<file path="src/rtl/vad_pkg.sv">
// Shared VAD front-end constants and the packed feature-word type.
package vad_pkg;

   localparam int unsigned FEAT_W          = 20;
   localparam int unsigned FIELD_W         = 5;
   localparam int unsigned FIELDS_PER_WORD = 4;
   localparam int unsigned FIFO_DEPTH      = 8;

   // Four 5-bit fields, MSB field first.
   typedef logic [FEAT_W-1:0] feat_word_t;

endpackage

</file>
<file path="src/rtl/feat_fifo_mem.sv">
// Feature FIFO storage: DEPTH x DATA_W register array, one write port,
// one asynchronous read port. Storage is deliberately left unreset.
module feat_fifo_mem #(
   parameter int unsigned DATA_W = 20,
   parameter int unsigned DEPTH  = 8,
   parameter int unsigned ADDR_W = 3
) (
   input  logic              clk,
   input  logic              i_we,
   input  logic [ADDR_W-1:0] i_waddr,
   input  logic [DATA_W-1:0] i_wdata,
   input  logic [ADDR_W-1:0] i_raddr,
   output logic [DATA_W-1:0] o_rdata
);

   logic [DATA_W-1:0] r_mem [DEPTH];

   // Write the addressed entry on an accepted push.
   always_ff @(posedge clk) begin
      if (i_we) r_mem[i_waddr] <= i_wdata;
   end

   // Combinational head read.
   assign o_rdata = r_mem[i_raddr];

endmodule

</file>
<file path="src/rtl/feat_word_fifo.sv">
// First-word-fall-through FIFO between the feature extractor and the
// 5-bit number unpacker. Optional occupancy/drop statistics are built
// when FEAT_FIFO_STATS_EN is defined.
module feat_word_fifo
   import vad_pkg::*;
#(
   parameter int unsigned DATA_W = FEAT_W,
   parameter int unsigned DEPTH  = FIFO_DEPTH,
   parameter int unsigned ADDR_W = $clog2(DEPTH)
) (
   input  logic              clk,
   input  logic              rst_n,
   input  logic              wr_valid,
   input  logic [DATA_W-1:0] wr_data,
   output logic              wr_ready,
   input  logic              rd_req,
   output logic [DATA_W-1:0] rd_data,
   output logic              rd_valid,
   output logic [ADDR_W:0]   count,
   output logic              overflow,
`ifdef FEAT_FIFO_STATS_EN
   output logic [ADDR_W:0]   hwm,
   output logic [7:0]        drop_cnt,
`endif
   input  logic              clr_ovf
);

   localparam int unsigned CNT_W = ADDR_W + 1;

   logic [ADDR_W-1:0] r_wr_ptr, r_rd_ptr, w_wr_ptr_nxt, w_rd_ptr_nxt;
   logic [CNT_W-1:0]  r_count, w_count_nxt;
   logic              r_ovf, w_ovf_nxt;
   logic              w_push, w_pop, w_drop;
   logic [DATA_W-1:0] w_rdata;

   assign wr_ready = (r_count != CNT_W'(DEPTH));
   assign rd_valid = (r_count != '0);
   assign w_push   = wr_valid & wr_ready;
   assign w_pop    = rd_req & rd_valid;
   assign w_drop   = wr_valid & ~wr_ready;

   feat_fifo_mem #(
      .DATA_W (DATA_W),
      .DEPTH  (DEPTH),
      .ADDR_W (ADDR_W)
   ) u_mem (
      .clk     (clk),
      .i_we    (w_push),
      .i_waddr (r_wr_ptr),
      .i_wdata (wr_data),
      .i_raddr (r_rd_ptr),
      .o_rdata (w_rdata)
   );

   // Empty FIFO presents zero so the reset value of rd_data is defined.
   assign rd_data  = rd_valid ? w_rdata : '0;
   assign count    = r_count;
   assign overflow = r_ovf;

   // Next-state for pointers, occupancy and sticky overflow.
   always_comb begin
      w_wr_ptr_nxt = r_wr_ptr;
      w_rd_ptr_nxt = r_rd_ptr;
      w_count_nxt  = r_count;
      w_ovf_nxt    = r_ovf;
      if (w_push) w_wr_ptr_nxt = r_wr_ptr + ADDR_W'(1);
      if (w_pop)  w_rd_ptr_nxt = r_rd_ptr + ADDR_W'(1);
      if (w_push && !w_pop)      w_count_nxt = r_count + CNT_W'(1);
      else if (w_pop && !w_push) w_count_nxt = r_count - CNT_W'(1);
      if (w_drop)       w_ovf_nxt = 1'b1;
      else if (clr_ovf) w_ovf_nxt = 1'b0;
   end

   // State registers.
   always_ff @(posedge clk or negedge rst_n) begin
      if (!rst_n) begin
         r_wr_ptr <= '0;
         r_rd_ptr <= '0;
         r_count  <= '0;
         r_ovf    <= 1'b0;
      end else begin
         r_wr_ptr <= w_wr_ptr_nxt;
         r_rd_ptr <= w_rd_ptr_nxt;
         r_count  <= w_count_nxt;
         r_ovf    <= w_ovf_nxt;
      end
   end

`ifdef FEAT_FIFO_STATS_EN
   logic [CNT_W-1:0] r_hwm, w_hwm_nxt;
   logic [7:0]       r_drop_cnt, w_drop_cnt_nxt;

   // High-water mark tracks registered count; drop counter saturates at 255.
   always_comb begin
      w_hwm_nxt      = r_hwm;
      w_drop_cnt_nxt = r_drop_cnt;
      if (clr_ovf) begin
         w_hwm_nxt      = r_count;
         w_drop_cnt_nxt = w_drop ? 8'd1 : 8'd0;
      end else begin
         if (r_count > r_hwm) w_hwm_nxt = r_count;
         if (w_drop && r_drop_cnt != 8'hFF) w_drop_cnt_nxt = r_drop_cnt + 8'd1;
      end
   end

   // Statistics registers.
   always_ff @(posedge clk or negedge rst_n) begin
      if (!rst_n) begin
         r_hwm      <= '0;
         r_drop_cnt <= '0;
      end else begin
         r_hwm      <= w_hwm_nxt;
         r_drop_cnt <= w_drop_cnt_nxt;
      end
   end

   assign hwm      = r_hwm;
   assign drop_cnt = r_drop_cnt;
`endif

endmodule

</file>
<file path="config.mk">
export PLATFORM = sky130hd
export DESIGN_NAME = feat_word_fifo
export DESIGN_NICKNAME = d
export VERILOG_FILES = /design/src/rtl/vad_pkg.sv /design/src/rtl/feat_fifo_mem.sv /design/src/rtl/feat_word_fifo.sv
export SDC_FILE = /design/constraint.sdc
export NUM_CORES = 1
export LEC_CHECK = 0
export CELL_PAD_IN_SITES_DETAIL_PLACEMENT = 0
export CELL_PAD_IN_SITES_GLOBAL_PLACEMENT = 1
export CORE_ASPECT_RATIO = 0.75
export CORE_UTILIZATION = 40
export DETAILED_ROUTE_END_ITERATION = 7
export PLACE_DENSITY_LB_ADDON = 0.1
export SLEW_MARGIN = 20
export SYNTH_ARGS = -nofsm -noshare
export SYNTH_HDL_FRONTEND = slang
export SYNTH_SLANG_ARGS = --single-unit
</file>
<file path="constraint.sdc">
create_clock -name clk -period 5.45 [get_ports clk]
set_clock_uncertainty 0.05 [all_clocks]
set_input_delay 0.545 -clock clk [delete_from_list [all_inputs] [get_ports clk]]
set_output_delay 0.545 -clock clk [all_outputs]
set_load 0.02 [all_outputs]
</file>
### Word-level counts from Yosys, hierarchy flattened

Memories as Yosys holds them, arrays and structs flattened.
Index checks and enable logic that the tools add are counted.

| operators by class | value |
|---|---|
| reductions and logical operators | 7 |
| $add $sub $neg | 4 |
| multiplexer cells | 7 |
| equality and inequality tests | 1 |
| bitwise logic cells | 4 |

Operators with widths:

| operator | count |
|---|---|
| 20-bit 2-to-1 mux | 1 |
| 4-bit 2-to-1 mux | 2 |
| 3-bit by 1-bit adder with 3-bit output, second input constant | 2 |
| 4-bit by 1-bit adder with 4-bit output, second input constant | 1 |
| 1-bit 2-to-1 mux | 4 |
| 4-bit inequality test, second input constant | 1 |
| 2-bit nonzero test | 2 |
| 4-bit nonzero test | 1 |
| 4-bit by 1-bit subtractor with 4-bit output, second input constant | 1 |
| 1-bit AND | 3 |
| 1-bit logical AND | 2 |
| 1-bit logical NOT | 2 |
| 1-bit NOT | 1 |

| word-level totals | value |
|---|---|
| output and inout bits | 27 |
| bits in writable memories | 160 |
| word-level logic and storage cells | 28 |
| register bits | 11 |
| memories kept | 1 |
| input port bits | 25 |

Memory list:

| memory | words | width | rd ports | clocked after memory_dff | write ports | RTL line | text |
|---|---|---|---|---|---|---|---|
| u_mem.r_mem | 8 | 20 | 1 | 0 | 1 | feat_fifo_mem.sv:16 | `logic [DATA_W-1:0] r_mem [DEPTH];` |

### Longest topological paths before layout

Gate-level depths: netlist of the first run.

| logic depth | value |
|---|---|
| word-level depth | 6 |
| gate-level depth with buffers | 10 |
| depth with buffers taken out | 9 |

### Hierarchy

From an unflattened synthesis of the first run, not the netlist that was laid out.

| second synthesis, totals | value |
|---|---|
| cells, all modules | 319 |
| area, all modules | 7,026.7 um^2 |

Modules (own cells, without submodules):

| module | cells an instance | area each (um^2) | times used |
|---|---|---|---|
| feat_fifo_mem | 244 | 6,212.2 | 1 |
| feat_word_fifo | 75 | 814.5 | 1 |

### Least setup slack after synthesis of the first run

Ideal clock, no wire load.

| timing path | value |
|---|---|
| kind | register to register |
| from | reg r_count[0], in the netlist count[0] |
| to | mem u_mem.r_mem[0][0] (enable) |
| arrival | 3.147 ns |
| buffers on the path | 1 |
| path slack | 1.805 ns |
| data required time | 4.952 ns |
| stages on the path, launching flop included | 5 |
| period minus slack after synthesis | 3.645 ns |
| cells stage by stage | dfrtp_1 or4b_1 clkbuf_1 nand2_2 nor4_1 |

| between the ends | value |
|---|---|
| word-level cells in the longest chain between the ends | 4 |

RTL lines:

| element | RTL line | text |
|---|---|---|
| start: declaration | feat_word_fifo.sv:31 | `logic [CNT_W-1:0] r_count, w_count_nxt;` |
| start signal: assignment | feat_word_fifo.sv:84 | `r_count <= w_count_nxt;` |
| 4-bit inequality test | feat_word_fifo.sv:36 | `assign wr_ready = (r_count != CNT_W'(DEPTH));` |
| via wr_ready | feat_word_fifo.sv:15 | `output logic wr_ready,` |
| 1-bit AND | feat_word_fifo.sv:38 | `assign w_push = wr_valid & wr_ready;` |
| 1-bit 2-to-1 mux | feat_fifo_mem.sv:20 | `if (i_we) r_mem[i_waddr] <= i_wdata;` |
| 1-bit 2-to-1 mux (not written as such) | feat_fifo_mem.sv:20 |  |
| end: declaration | feat_fifo_mem.sv:16 |  |

The timed path passes the listed nets, and every way through them passes these cells.

### Worst setup path after layout of the first run

| timing path | value |
|---|---|
| from | reg r_rd_ptr[0] |
| to | out rd_data[9] |

| between the ends | value |
|---|---|
| word-level cells in the longest chain between the ends | 2 |

RTL lines:

| element | RTL line | text |
|---|---|---|
| start: declaration | feat_word_fifo.sv:30 | `logic [ADDR_W-1:0] r_wr_ptr, r_rd_ptr, w_wr_ptr_nxt, w_rd_ptr_nxt;` |
| start signal: assignment | feat_word_fifo.sv:83 | `r_rd_ptr <= w_rd_ptr_nxt;` |
| memory read 8 x 20 bit | n/a |  |
| 20-bit 2-to-1 mux | feat_word_fifo.sv:56 | `assign rd_data = rd_valid ? w_rdata : '0;` |
| end: declaration | feat_word_fifo.sv:17 | `output logic [DATA_W-1:0] rd_data,` |

No other way between the ends.

==> flow_metrics.tcl, run 1 <==
set metrics [dict create \
    grt_pass1_wl_um 19400 \
    worstSetupPathType "reg2out" \
    synth_seq_cells 171 \
    fin_ws_ps 2010 \
    root_buffer "clkbuf_16" \
    yosysSeqAreaShare_pct 76.3 \
    p_int_mw 3.12 \
    htreeDepth 4 \
    hold_path_class "in2async" \
    layout-drive-gt1-share_pct 22.8 \
    clk_path_buf_depth 2 \
    drv_cap 0 \
    cts_tree "done" \
    p_sw_mw 1.41 \
    swShare_pct 31.1 \
    vias 3109 \
    worst_setup_path_start_kind "register" \
    finalPower_mw 4.53 \
    nets 393 \
    crit_arrival_ps 2840 \
    dieHeight_um 114 \
    ir_worst_vdd_uv 230 \
    hold_violations 0 \
    start_util_pct 41.3 \
    clock.fmax_mhz 291 \
    first_pass_iters 4 \
    place_inst 553 \
    syn_inst 303 \
    core_mm2 0.0161 \
    synth_warnings 0 \
    vias_per_cell 5.34 \
    final.setup.tns_ps 0 \
    drcViolationCount 0 \
    seqPwrFrac_pct 40.2 \
    p_comb_share_pct 35.2 \
    maxSlewHeadroom_pct 26.4 \
    p_leak_nw 2.57 \
    synthesis.nets 334 \
    rsz0062_at_grt "no" \
    dieArea_mm2 0.0172 \
    clkPwrFrac_pct 24.6 \
    status "finished clean" \
    slew_viol_final 0 \
    syn2layout_area_growth_pct 19.7 \
    dp_slack_ps 2390 \
    period_needed_ps 3440 \
    regArea_mm2 0.00508 \
    num_antenna_cells 0 \
    grt_max_degree 43 \
    dp_hpwl_um 6700 \
    layoutNonFillerInstCount 582 \
    worst_slew_pin_slew_ps 1100 \
    fin_util_pct 49.4 \
    setup_viol 0 \
    clock_latency_ps 420 \
    avgSynthCellArea_um2 22.0 \
    grt_usage_pct 16.4 \
    first_iter_violations 168 \
    cts_buffers 17 \
    path_max_fanout 42 \
    ctsResizeCount 0 \
    syn_area_mm2 0.00665 \
    pin_count 52 \
    fillers 1331 \
    grt-ovfl-total 0 \
    required_ps 4860 \
    multi_input_area_mm2 0.00151 \
    grt_pass1_vias 3213 \
    endpoint_kind "output port" \
    dieWidth_um 151 \
    path_clk_slew_ps 60 \
    p_per_area_mw_per_mm2 569 \
    rows 40 \
    clock-sinks 171 \
    cts_setup_buffers 0 \
    hold_buffers 0 \
    routedWlPerCell_um 21.6 \
    antenna_found_initial 0 \
    ant_nets 0 \
    drt_wl_total_um 12600 \
    yosysUniqueCellTypes 32 \
    port_buffers 51 \
    gp_congestion 0.689 \
    min_period_over_period_pct 63.1 \
]
[final timing paths]
path                                  start          end  slack (ps)  cells past startpoint
worst min register to register     overflow     overflow         490                      2
worst max-delay path            r_rd_ptr[0]   rd_data[9]        2010                      4
worst max register to register     count[0]     count[3]        2440                      9
worst min-delay path                  rst_n     overflow         430                      1
min in group clk                   overflow     overflow         490                      2
max in group asynchronous             rst_n  r_rd_ptr[1]        4520                      1
[area by class of cell]
type / count / share of cell area, %
Multi-Input combinational cell: 111 / 19.0
Sequential cell: 171 / 63.8
Tap cell: 210 / 3.30
Timing Repair Buffer: 57 / 6.97
Inverter: 4 / 0.188
Clock buffer: 20 / 5.48
Clock inverter: 9 / 1.27
[flip-flops by register name, indices dropped and copies added, names as in the netlist]
signal,flops
r_wr_ptr,3
count,4
r_rd_ptr,3
u_mem.r_mem,160
overflow,1
[power groups by stage]
stage | registers, mW | logic, mW | clock network [mW]
2_1_floorplan | 1.78 | 1.09 | 0
3_3_place_gp | 1.84 | 1.63 | 0
3_5_place_dp | 1.85 | 1.63 | 0
4_1_cts | 1.82 | 1.64 | 1.15
5_1_grt | 1.85 | 1.72 | 1.20
6_report | 1.82 | 1.60 | 1.12
[cell families after synthesis]
| kind of cell | after synthesis | share of synthesized area (%) |
|---|---|---|
| mux | 44 | 14.2 |
| fa+ha+maj | 6 | 1.24 |
| simple gates | 28 | 2.44 |
| flops | 171 | 76.3 |
| compound gates | 27 | 3.35 |
| buf+inv | 21 | 1.64 |
| xor+xnor | 6 | 0.790 |
[critical path: stages, from the launching register on]
cell,delay [ps]
dfrtp_2,330
buf_4,640
mux4_2,600
a22o_1,250
clkdlybuf4s50_1,540
[cell usage after synthesis (all sizes together)]
cell type	n	area, um^2
a2111o	1	11.3
a21oi	2	10.0
a22o	20	175
and2	1	8.76
buf	13	78.8
clkbuf	4	15.0
dfrtp	11	275
edfxtp	160	4800
fa	1	20.0
ha	5	62.6
inv	4	15.0
mux2	3	33.8
mux2i	1	10.0
mux4	40	901
nand2	5	21.3
nand2b	2	12.5
nand3	5	25.0
nand3b	1	7.51
nor2	3	11.3
nor2b	1	13.8
nor3	5	25.0
nor4	1	6.26
o211ai	2	15.0
o21ai	1	5.00
o22ai	1	6.26
or3	1	6.26
or4	2	15.0
or4b	1	10.0
xnor2	6	52.6
[placed cells by master, fill, tap and decap left out, types with 3 or more instances in the layout]
cell type,n
dfrtp_1,9
inv_1,4
a22o_1,20
mux2_2,3
clkbuf_16,17
xnor2_1,6
nand3_1,5
clkdlybuf4s50_1,51
nor3_2,4
nand2_1,4
buf_4,6
ha_1,5
nor2_4,3
clkinv_1,3
clkbuf_1,3
edfxtp_1,160
mux4_2,40
[metrics by stage]
stage | hold WS [ps] | area, um^2
after floorplan | 199 | 6650
after global routing | 453 | 7970
after detailed placement | 493 | 7430
final | 434 | 7970
after global placement | 463 | 7430
after CTS | 439 | 7970
[layer usage]
| layer | vias up | track usage [%] | wire, um |
|---|---|---|---|
| met1 | 1650 | 22.6 | 5980 |
| met5 | - | 0 | 0 |
| met3 | 10 | 4.76 | 451 |
| met4 | 0 | 5.60 | 134 |
| met2 | 55 | 25.0 | 6000 |
| li1 | 1394 | - | - |
Power figures use the tool's default switching activity.
==> run 2: changes to the inputs <==
==> constraint.sdc (replaced) <==
create_clock -name clk -period 3.3 [get_ports clk]
set_clock_uncertainty 0.05 [all_clocks]
set_input_delay 0.33 -clock clk [delete_from_list [all_inputs] [get_ports clk]]
set_output_delay 0.33 -clock clk [all_outputs]
set_load 0.02 [all_outputs]
==> run 2 against run 1 <==
  * Flip-flop and latch count unchanged
  * Via count increased by 0.74%
  * Final cell count up 1.9%
  * Utilization grew 0.63 points
  * Register-to-register slack worse by 2200 ps
  * Critical path depth increased by 1
  * Combinational power increased by 76%
  * Total power rose by 68%
  * Die area is the same
  * Design area is 1.3% higher
  * Critical path type unchanged
==> flow_metrics.tcl, run 2 (synthesized netlist as in run 1, its figures left out) <==
set metrics [dict create \
    period_needed_ps 3070 \
    cts_tree "done" \
    path_clk_slew_ps 60 \
    min_period_over_period_pct 93.0 \
    vias 3132 \
    syn2layout_area_growth_pct 21.3 \
    nets 402 \
    drcViolationCount 0 \
    endpoint_kind "output port" \
    ant_nets 0 \
    worst_setup_path_start_kind "register" \
    final.setup.tns_ps 0 \
    timing.hold.ws_ps 229 \
    slowest_delay_ps 640 \
    cts_buffers 17 \
    layout.cells.most_common "edfxtp_1" \
    port_buffers 51 \
    path_cells "or4_1, nor2b_4, buf_4, a22o_1, clkdlybuf4s50_1" \
    drt_wl_total_um 12600 \
    hold_path_class "in2async" \
    htreeDepth 4 \
    core_mm2 0.0161 \
    clock-sinks 171 \
    antenna_found_initial 0 \
    num_antenna_cells 0 \
    clk_path_buf_depth 2 \
    layoutNonFillerInstCount 593 \
    max_flop_register "u_mem.r_mem" \
    slew_viol_final 0 \
    status "finished clean" \
    grt_max_degree 35 \
    dieHeight_um 114 \
    clock_latency_ps 410 \
    cts_setup_buffers 0 \
    hold_violations 0 \
    finalPower_mw 7.60 \
    hold_buffers 0 \
    fillers 1300 \
    root_buffer "clkbuf_16" \
    largest_register_ffs 160 \
    rsz0062_at_grt "no" \
    first_pass_iters 4 \
    fin_ws_ps 229 \
    crit_arrival_ps 2690 \
    dieWidth_um 151 \
    final_cell_mix "edfxtp_1 (160), clkdlybuf4s50_1 (51), mux4_2 (40)" \
    grt-ovfl-total 0 \
    grt_usage_pct 16.1 \
    p_leak_nw 2.63 \
    vias_per_cell 5.28 \
    required_ps 2920 \
    layout-drive-gt1-share_pct 24.3 \
    drv_cap 0 \
    routedWlPerCell_um 21.3 \
    pin_count 52 \
    first_iter_violations 206 \
    dp_hpwl_um 7200 \
    place_area_mm2 0.00753 \
    cp_slowest_cell "or4_1" \
    worst_slew_pin_slew_ps 560 \
    place_inst 562 \
    rows 40 \
    clock.fmax_mhz 326 \
    dp_slack_ps 230 \
    path_max_fanout 11 \
    maxSlewHeadroom_pct 62.5 \
    grt_pass1_wl_um 19300 \
    p_per_area_mw_per_mm2 942 \
    ir_worst_vdd_uv 448 \
    dieArea_mm2 0.0172 \
    setup_viol 0 \
    start_util_pct 41.3 \
    stdcell_area_mm2 0.00807 \
    gp_congestion 0.748 \
    fin_util_pct 50.1 \
    ctsResizeCount 0 \
    grt_pass1_vias 3278 \
    worstSetupPathType "reg2out" \
]
## run 2: where the power goes
part / switching, mW / internal, mW / total (mW)
Combinational: 1.41 / 1.40 / 2.81
Sequential: 0.203 / 2.75 / 2.95
Clock: 0.742 / 1.10 / 1.84
Total: 2.35 / 5.25 / 7.60
## run 2: critical path, delay by kind of cell (launching register included)
family          cells  cell delay, ps
compound gates      1             230
buf+inv             2             740
flops               1             430
simple gates        2             870
## run 2: metal layers
metal  routed length [um]  GRT usage, %  vias up
met3                  440          4.12       12
met5                    0             0        -
met2                 6010          24.9       54
met4                  140          5.00        0
met1                 6030          22.5     1663
li1                     -             -     1403
## run 2: worst paths after layout
| check | slack (ps) | from | cells after the start | to |
|---|---|---|---|---|
| max in group asynchronous | 2560 | rst_n | 1 | r_rd_ptr[0] |
| min reg2reg | 480 | overflow | 2 | overflow |
| min | 230 | rst_n | 1 | overflow |
| max reg2reg | 250 | count[0] | 9 | count[3] |
| max | 230 | count[3] | 5 | rd_data[9] |
| min in group clk | 450 | clr_ovf | 2 | overflow |
## run 2: final cells by class
class | instances | area [um^2] | share of cell area [%]
multi-input cells | 111 | 1510 | 18.7
clock buffers | 21 | 440 | 5.46
repair buffers | 66 | 661 | 8.19
inverters | 4 | 15.0 | 0.186
clock inverters | 10 | 101 | 1.26
flip-flops and latches | 171 | 5080 | 63.0
well taps | 210 | 263 | 3.26
==> run 3: changes to the inputs <==
--- a/config.mk
+++ b/config.mk
@@ -5,6 +5,7 @@
 export SDC_FILE = /design/constraint.sdc
 export NUM_CORES = 1
 export LEC_CHECK = 0
+export ABC_AREA = 1
 export CELL_PAD_IN_SITES_DETAIL_PLACEMENT = 0
 export CELL_PAD_IN_SITES_GLOBAL_PLACEMENT = 1
 export CORE_ASPECT_RATIO = 0.75
==> run 3 against run 2 <==
  * Design area grew 12%
  * Via count grew 61%
  * Critical path depth grew 1
  * Non-clock buffer count grew 4
  * Sequential share of layout area shrank 7.0 points
  * Hold slack lost 27 ps
  * Combinational power grew 26%
  * Clock-buffer cell count shrank 2
  * Clock power grew 12%
  * Sequential power shrank 3%
  * Critical path type unchanged
  * Largest cell class unchanged
  * Largest power group is now combinational cells
==> flow_metrics.tcl, run 3 <==
set metrics [dict create \
    num_antenna_cells 0 \
    ctsResizeCount 0 \
    slowest_delay_ps 660 \
    cts_tree "done" \
    fin_ws_ps 550 \
    final_cell_mix "nand2_1 (221), inv_1 (170), edfxtp_1 (160)" \
    synth_top_area_share_pct 62.6 \
    final.setup.tns_ps 0 \
    pin_count 52 \
    syn2layout_area_growth_pct 18.3 \
    synth_warnings 0 \
    port_buffers 51 \
    p_leak_nw 4.05 \
    period_needed_ps 2750 \
    worst_slew_pin_slew_ps 519 \
    largest_register_ffs 160 \
    grt_pass1_wl_um 28200 \
    htreeDepth 4 \
    cts_setup_buffers 0 \
    vias 5043 \
    synth_seq_cells 171 \
    grt-ovfl-total 0 \
    hold_violations 0 \
    core_mm2 0.0186 \
    grt_pass1_vias 4879 \
    path_max_fanout 22 \
    clock-sinks 171 \
    crit_path_frequent_cell "nor2_1" \
    start_util_pct 41.2 \
    avgSynthCellArea_um2 9.92 \
    clock.fmax_mhz 364 \
    p_per_area_mw_per_mm2 932 \
    clock_latency_ps 420 \
    status "finished clean" \
    dp_hpwl_um 10500 \
    layout-drive-gt1-share_pct 7.25 \
    cp_slowest_cell "clkdlybuf4s50_1" \
    gp_congestion 0.753 \
    first_iter_violations 358 \
    worst_setup_path_start_kind "register" \
    drv_cap 0 \
    synthesis.nets 804 \
    min_period_over_period_pct 83.3 \
    syn_inst 773 \
    routedWlPerCell_um 16.7 \
    worstSetupPathType "reg2out" \
    maxSlewHeadroom_pct 65.3 \
    place_area_mm2 0.00847 \
    rows 43 \
    slew_viol_final 0 \
    crit_arrival_ps 2370 \
    rsz0062_at_grt "no" \
    drcViolationCount 0 \
    ys_top_cells_by_area "edfxtp_1 (63%), nand2_1 (11%), inv_1 (8.3%), nand3_1 (6.8%), dfrtp_1 (3.6%)" \
    fin_util_pct 48.7 \
    yosysMostFrequentCell "nand2_1" \
    finalPower_mw 8.46 \
    root_buffer "clkbuf_16" \
    max_flop_register "u_mem.r_mem" \
    first_pass_iters 4 \
    layoutNonFillerInstCount 1088 \
    timing.rr.start "count[0]" \
    yosys-top-cells-count "nand2_1 (221), inv_1 (170), edfxtp_1 (160), nand3_1 (104), nor2_1 (50)" \
    grt_max_degree 82 \
    synthArstFlopShare_pct 6.43 \
    antenna_found_initial 0 \
    path_clk_slew_ps 60 \
    setup_viol 0 \
    endpoint_kind "output port" \
    vias_per_cell 4.64 \
    syn_area_mm2 0.00767 \
    timing.hold.ws_ps 202 \
    ir_worst_vdd_uv 488 \
    ant_nets 0 \
    clk_path_buf_depth 2 \
    path_cells "nor2_1, nand3_1, buf_4, nand2_1, nor2_1, clkdlybuf4s50_1" \
    dieWidth_um 162 \
    yosysSeqAreaShare_pct 66.2 \
    hold_buffers 0 \
    cts_buffers 17 \
    grt_usage_pct 19.6 \
    hold_path_class "in2async" \
    dieArea_mm2 0.0197 \
    layout.cells.most_common "nand2_1" \
    drt_wl_total_um 18100 \
    yosysUniqueCellTypes 24 \
    synth_edf_count 160 \
    required_ps 2920 \
    nets 860 \
    ys.flop_type "edfxtp_1" \
    dieHeight_um 122 \
    place_inst 1057 \
    dp_slack_ps 869 \
    synth_area_leader_cell "edfxtp_1" \
    cp-startpoint "count[0]" \
    stdcell_area_mm2 0.00907 \
]
run 3: cell count changes in the layout (fill, tap and decap cells not counted), moves of 3 or more:
cell,change
nand3_1,+99
nor2_1,+42
a22o_1,-20
nor2_2,+5
mux4_2,-40
nand2_1,+217
inv_1,+166
buf_4,+5
nor3_2,-4
clkinv_1,-3
mux2_2,-3
run 3: cell type report:
type | instances | area, um^2
Clock buffer | 19 | 433
Clock inverter | 12 | 174
Fill cell | 1714 | 9540
Inverter | 172 | 648
Multi-Input combinational cell | 397 | 1750
Sequential cell | 171 | 5080
Tap cell | 247 | 309
Timing Repair Buffer | 70 | 678
run 3: final timing paths:
check / cells past startpoint / end / slack [ps]
setup / recovery: 6 / rd_data[7] / 550
hold / removal: 1 / count[2] / 200
setup reg to reg: 11 / count[3] / 860
hold reg to reg: 2 / overflow / 490
max in group asynchronous: 1 / r_rd_ptr[0] / 2620
min in group clk: 2 / overflow / 440
run 3: worst max-delay path, delay by kind of cell, from the launching register on:
family                 cells  cell delay, ps
flip-flops                 1             460
buffers and inverters      2             980
AND/OR/NAND/NOR            4             500
run 3: cell families after synthesis:
| family | Yosys count | share of synthesized area, % |
|---|---|---|
| flip-flops | 171 | 66.2 |
| XOR/XNOR | 5 | 0.571 |
| buffers and inverters | 205 | 11.2 |
| AND/OR/NAND/NOR | 379 | 20.4 |
| adder cells (fa/ha/maj) | 6 | 1.08 |
| AO/OA/AOI/OAI | 7 | 0.473 |
run 3: power by group:
group | total [mW] | internal [mW] | switching (mW)
registers | 2.86 | 2.73 | 0.131
logic | 3.53 | 1.27 | 2.26
clock network | 2.07 | 1.26 | 0.811
total | 8.46 | 5.26 | 3.20
run 3: layer usage:
| layer | vias up | GRT usage [%] | part of all wire [%] |
|---|---|---|---|
| li1 | 2529 | - | - |
| met1 | 2422 | 27.2 | 48 |
| met2 | 82 | 31.2 | 47 |
| met3 | 10 | 4.83 | 4.2 |
| met4 | 0 | 4.60 | 0.87 |
| met5 | - | 0 | 0 |
==> RTL change 1: new RTL, config.mk and constraints of run 1 <==
Put one more register stage on the output `overflow`. The value now appears one clock later. The other outputs are not delayed to match.
--- a/src/rtl/feat_word_fifo.sv
+++ b/src/rtl/feat_word_fifo.sv
@@ -57,3 +57,5 @@
    assign count    = r_count;
-   assign overflow = r_ovf;
+   always_ff @(posedge clk) begin
+      overflow <= r_ovf;
+   end
 
Check against the original RTL: not equivalent (Yosys sat finds a counterexample within 10 cycles, from zero or initial values and one cycle with rst_n low).
==> RTL change 1 against run 1 <==
  * Power shrank 0.24%
  * Sequential cell count grew 1
  * Cell count grew 0.86%
  * Synthesized area grew 0.30%
  * Non-clock buffer count increased by 1
  * Worst setup slack worse by 0.27 ns
  * Synthesized cell count grew 0.33%
  * Design area up 0.24%
  * Wire length is 0.60% higher
  * Register-to-register slack worse by 0.03 ns
  * Critical path depth did not move
  * Largest cell class unchanged
==> RTL change 1: results (changes against run 1) <==
| Metric | Value |
|---|---|
| Internal | 3.09 mW (-0.99%) |
| Hold WC Path Type | reg2reg |
| First-pass GRT wire length | 19600 um (+0.96%) |
| Placed cells | 555 (+0.36%) |
| Static Leak | 2.58 nW (+0.40%) |
| Avg WL per Cell | 21.5 um (-0.26%) |
| Met1 Usage GRT | 22.9% (+0.32 points) |
| Initial DRC Count | 195 (+16%) |
| Highest Signal Layer | met4 |
| Post-Syn Nets | 335 (+0.30%) |
| Pre-CTS setup slack | 2.09 ns (-0.297 ns) |
| Mux cell area share after synthesis | 14.2% (-0.043 points) |
| Crit-path max FO | 27 (-36%) |
| Non-filler cells, final | 587 (+0.86%) |
| Highest-delay cell along the critical path | dfrtp_2 |
| Met3 Wirelength | 524 um (+16%) |
| Post-Synthesis Cells | 304 (+0.33%) |
| M3 GR Usage | 4.12% (-0.64 points) |
| Met1 WL | 5890 um (-1.5%) |
| Ranking of synthesized cells by area | edfxtp_1 72%, mux4_2 13%, dfrtp_1 4.1%, a22o_1 2.6%, ha_1 0.94% |
| Layout cells sized above 1 | 23.9% (+1.0 points) |
| Synth async-reset ratio | 6.40% (-0.037 points) |
| Gp weighted congestion | 0.705 (+2.4%) |
| Share of the yosys chip area belonging to registers | 76.4% (about the same) |
| Post-Synth Adder-Cell Area | 1.24% (-0.0037 points) |
| Placed cell area | 0.00745 mm^2 (+0.30%) |
| Seq. pwr | 1.86 mW (+2%) |
| TritonRoute pass-1 iters | 4 (unchanged) |
| Routing usage on met2 | 24.9% (-0.15 points) |
| Yosys cell types | 33 (+3.1%) |
| Xor/xnor share of the synthesized area | 0.787% (-0.0024 points) |
| Final net count | 395 (+0.51%) |
| Comb group | 1.56 mW (-3%) |
| Vias in the first global route | 3255 (+1.3%) |
| Worst slew pin tran | 1.07 ns (-0.0306 ns) |
| Max incr delay on CP | 0.72 ns (+0.08 ns) |
| Most used DFF post-synth | edfxtp_1 |
| DP Wirelength | 6920 um (+3.4%) |
| # fillers | 1328 (-0.23%) |
| Status | finished, final reports clean |
| Compound-cell area share of the yosys netlist | 3.34% (-0.010 points) |
| Arrival @ worst endpoint | 3.11 ns (+0.27 ns) |
==> RTL change 1: cell types whose count changed in the layout (fill, tap and decap cells not counted), sizes merged <==
cell	run 1	this run
inv	4	5
clkinv	6	8
clkbuf	20	19
dfxtp	0	1
clkinvlp	1	3
bufinv	2	1
buf	6	7
==> RTL change 1: final cells by class <==
type	count	area [um^2]	area share (%)
Clock inverter	13	101	1.27
Tap cell	210	263	3.29
Multi-Input combinational cell	111	1510	18.9
Sequential cell	172	5100	63.9
Inverter	4	15.0	0.188
Timing Repair Buffer	58	563	7.05
Clock buffer	19	433	5.42
==> RTL change 1: path summary, 6_finish.rpt <==
path,slack (ns),cells past startpoint,from,endpoint
max reg2reg,2.41,9,count[0],count[3]
max,1.74,4,r_rd_ptr[0],rd_data[12]
max in group asynchronous,4.50,1,rst_n,r_rd_ptr[0]
min in group asynchronous,0.44,1,rst_n,count[1]
min reg2reg,0.32,0,r_ovf,overflow
min,0.32,0,r_ovf,overflow
==> RTL change 2: new RTL, settings of run 1 <==
Without the edit above. `FIFO_DEPTH`: 8 -> 16.
--- a/src/rtl/vad_pkg.sv
+++ b/src/rtl/vad_pkg.sv
@@ -6,3 +6,3 @@
    localparam int unsigned FIELDS_PER_WORD = 4;
-   localparam int unsigned FIFO_DEPTH      = 8;
+   localparam int unsigned FIFO_DEPTH      = 16;
 
Interface: changed (resized count); port bits go from 52 to 53. The function was not compared with the original's and may differ.
==> RTL change 2 against run 1 <==
  * Design area is 91% higher
  * Die area up 94%
  * Sequential cell count rose by 163
  * Register-to-register slack worse by 0.26 ns
  * Synthesized area rose by 95%
  * Non-clock buffer count increased by 13
  * Worst setup slack got worse by 0.58 ns
  * Power is 84% higher
  * Wire length rose by 130%
  * Critical endpoint is now rd_data[12]
  * Largest cell class unchanged
  * Highest routed layer unchanged
==> RTL change 2: results (changes against run 1) <==
| Metric | Value |
|---|---|
| Via density per instance | 5.35 (+0.20%) |
| Placed cell area | 0.0142 mm^2 (+91%) |
| Avg WL per Cell | 25.5 um (+18%) |
| Critical R2R Launch | count[0] |
| Flop2flop setup slack | 2.18 ns (-0.26 ns) |
| All-layer global routing usage | 18.1% (+1.7 points) |
| Worst slew pin tran | 1.08 ns (-0.0262 ns) |
| Placed cells | 1064 (+92%) |
| Final net count | 702 (+79%) |
| Sw Share | 31.1% (about the same) |
| # fillers | 2582 (+94%) |
| Peak supply drop | 0.000273 V (+18%) |
| Reg with most FFs | u_mem.r_mem |
| Seq. pwr | 3.31 mW (+82%) |
| Largest net degree at the start of global routing | 81 (+88%) |
| Share of the yosys chip area belonging to registers | 76.6% (+0.25 points) |
| Comb group | 2.75 mW (+72%) |
| Arrival @ worst endpoint | 3.42 ns (+0.58 ns) |
| Ranking of synthesized cells by area | edfxtp_1 74%, mux4_2 14%, dfrtp_1 2.7%, mux2i_1 1.6%, a221o_1 1.5% |
| Max FFs per register | 320 (+100%) |
| YS warnings | 0 (unchanged) |
| Reg-to-reg endpoint | count[4] |
| N_diodes | 0 (unchanged) |
| Status | finished, final reports clean |
| Post-Syn Nets | 623 (+87%) |
| Htree depth | 2 (-2) |
| Yosys cell types | 35 (+9.4%) |
| Mean post-synth cell area | 22.1 um^2 (+0.70%) |
| Hold WC Path Type | in2async |
| DP Wirelength | 15500 um (+130%) |
| Post-synth EDFFs | 320 (+100%) |
| Commonest cells in the netlist | 320 x edfxtp_1, 80 x mux4_2, 21 x mux2i_1 |
| Clock Latency Late Sink | 0.51 ns (+0.09 ns) |
| IO buf count | 52 (+2.0%) |
| Vias in the first global route | 6400 (+99%) |
| Clock buffer depth | 3 (+1) |
| First-pass GRT wire length | 42900 um (+120%) |
| Gp weighted congestion | 0.712 (+3.4%) |
| Static Leak | 4.87 nW (+90%) |
| Worst r2r path cells | 8 (-1) |
| TNS Setup | 0 ns (unchanged) |
| Post-CTS sizing | 0 (unchanged) |
| Fin Hold WS | 0.416 ns (-0.0180 ns) |
| Initial DRC Count | 432 (+160%) |
| Pwr Total | 8.34 mW (+84%) |
| Pre-CTS setup slack | 1.73 ns (-0.658 ns) |
| Layout cells sized above 1 | 24.6% (+1.8 points) |
| Via Count | 6027 (+94%) |
| Crit-path max FO | 28 (-33%) |
| Num CTS Buffers | 36 (+19) |
| Synth async-reset ratio | 4.19% (-2.2 points) |
[RTL change 2: how the worst max path moves through the flow]
stage | startpoint | end | slack (ns) | cells past startpoint
6_report | r_rd_ptr[0] | rd_data[12] | 1.43 | 4
5_1_grt | r_rd_ptr[0] | rd_data[12] | 1.25 | 4
4_1_cts | r_rd_ptr[0] | rd_data[12] | 1.35 | 4
3_5_place_dp | wr_valid | count[4] | 1.73 | 8
3_3_place_gp | wr_valid | count[4] | 1.79 | 8
2_1_floorplan | count[0] | u_mem.r_mem[3][0] | 2.21 | 4
[RTL change 2: cell type report]
cell class                      count  area [um^2]  area share [%]
Clock buffer                       45          956            6.27
Clock inverter                     17          139           0.911
Inverter                            6         22.5           0.148
Multi-Input combinational cell    219         2950            19.4
Sequential cell                   334         9970            65.4
Tap cell                          435          544            3.57
Timing Repair Buffer               70          668            4.38
[RTL change 2: critical path, cell delays in order, from the launching register on]
cell and delay [ns]:
dfrtp_4 0.80, buf_4 0.49, mux4_2 0.56, a221o_1 0.42
clkdlybuf4s50_1 0.58
[RTL change 2: kinds of logic after synthesis]
kind of cell	count (synthesis)	share of synthesized area, %
flip-flops	334	76.6
multiplexers	104	15.7
AND/OR/NAND/NOR	62	2.52
buffers and inverters	35	1.32
AO/OA/AOI/OAI	34	2.20
adder cells (fa/ha/maj)	10	1.02
XOR/XNOR	9	0.606
[RTL change 2: routing by layer]
metal  wire length (um)  GRT usage, %  part of all wire (%)  vias up
met5                  0             0                     0        -
met4                410          4.10                   1.4        0
met3               1290          2.92                   4.5       39
met2              12700          26.9                    44      124
met1              14200          27.9                    50     3240
li1                   -             -                     -     2624
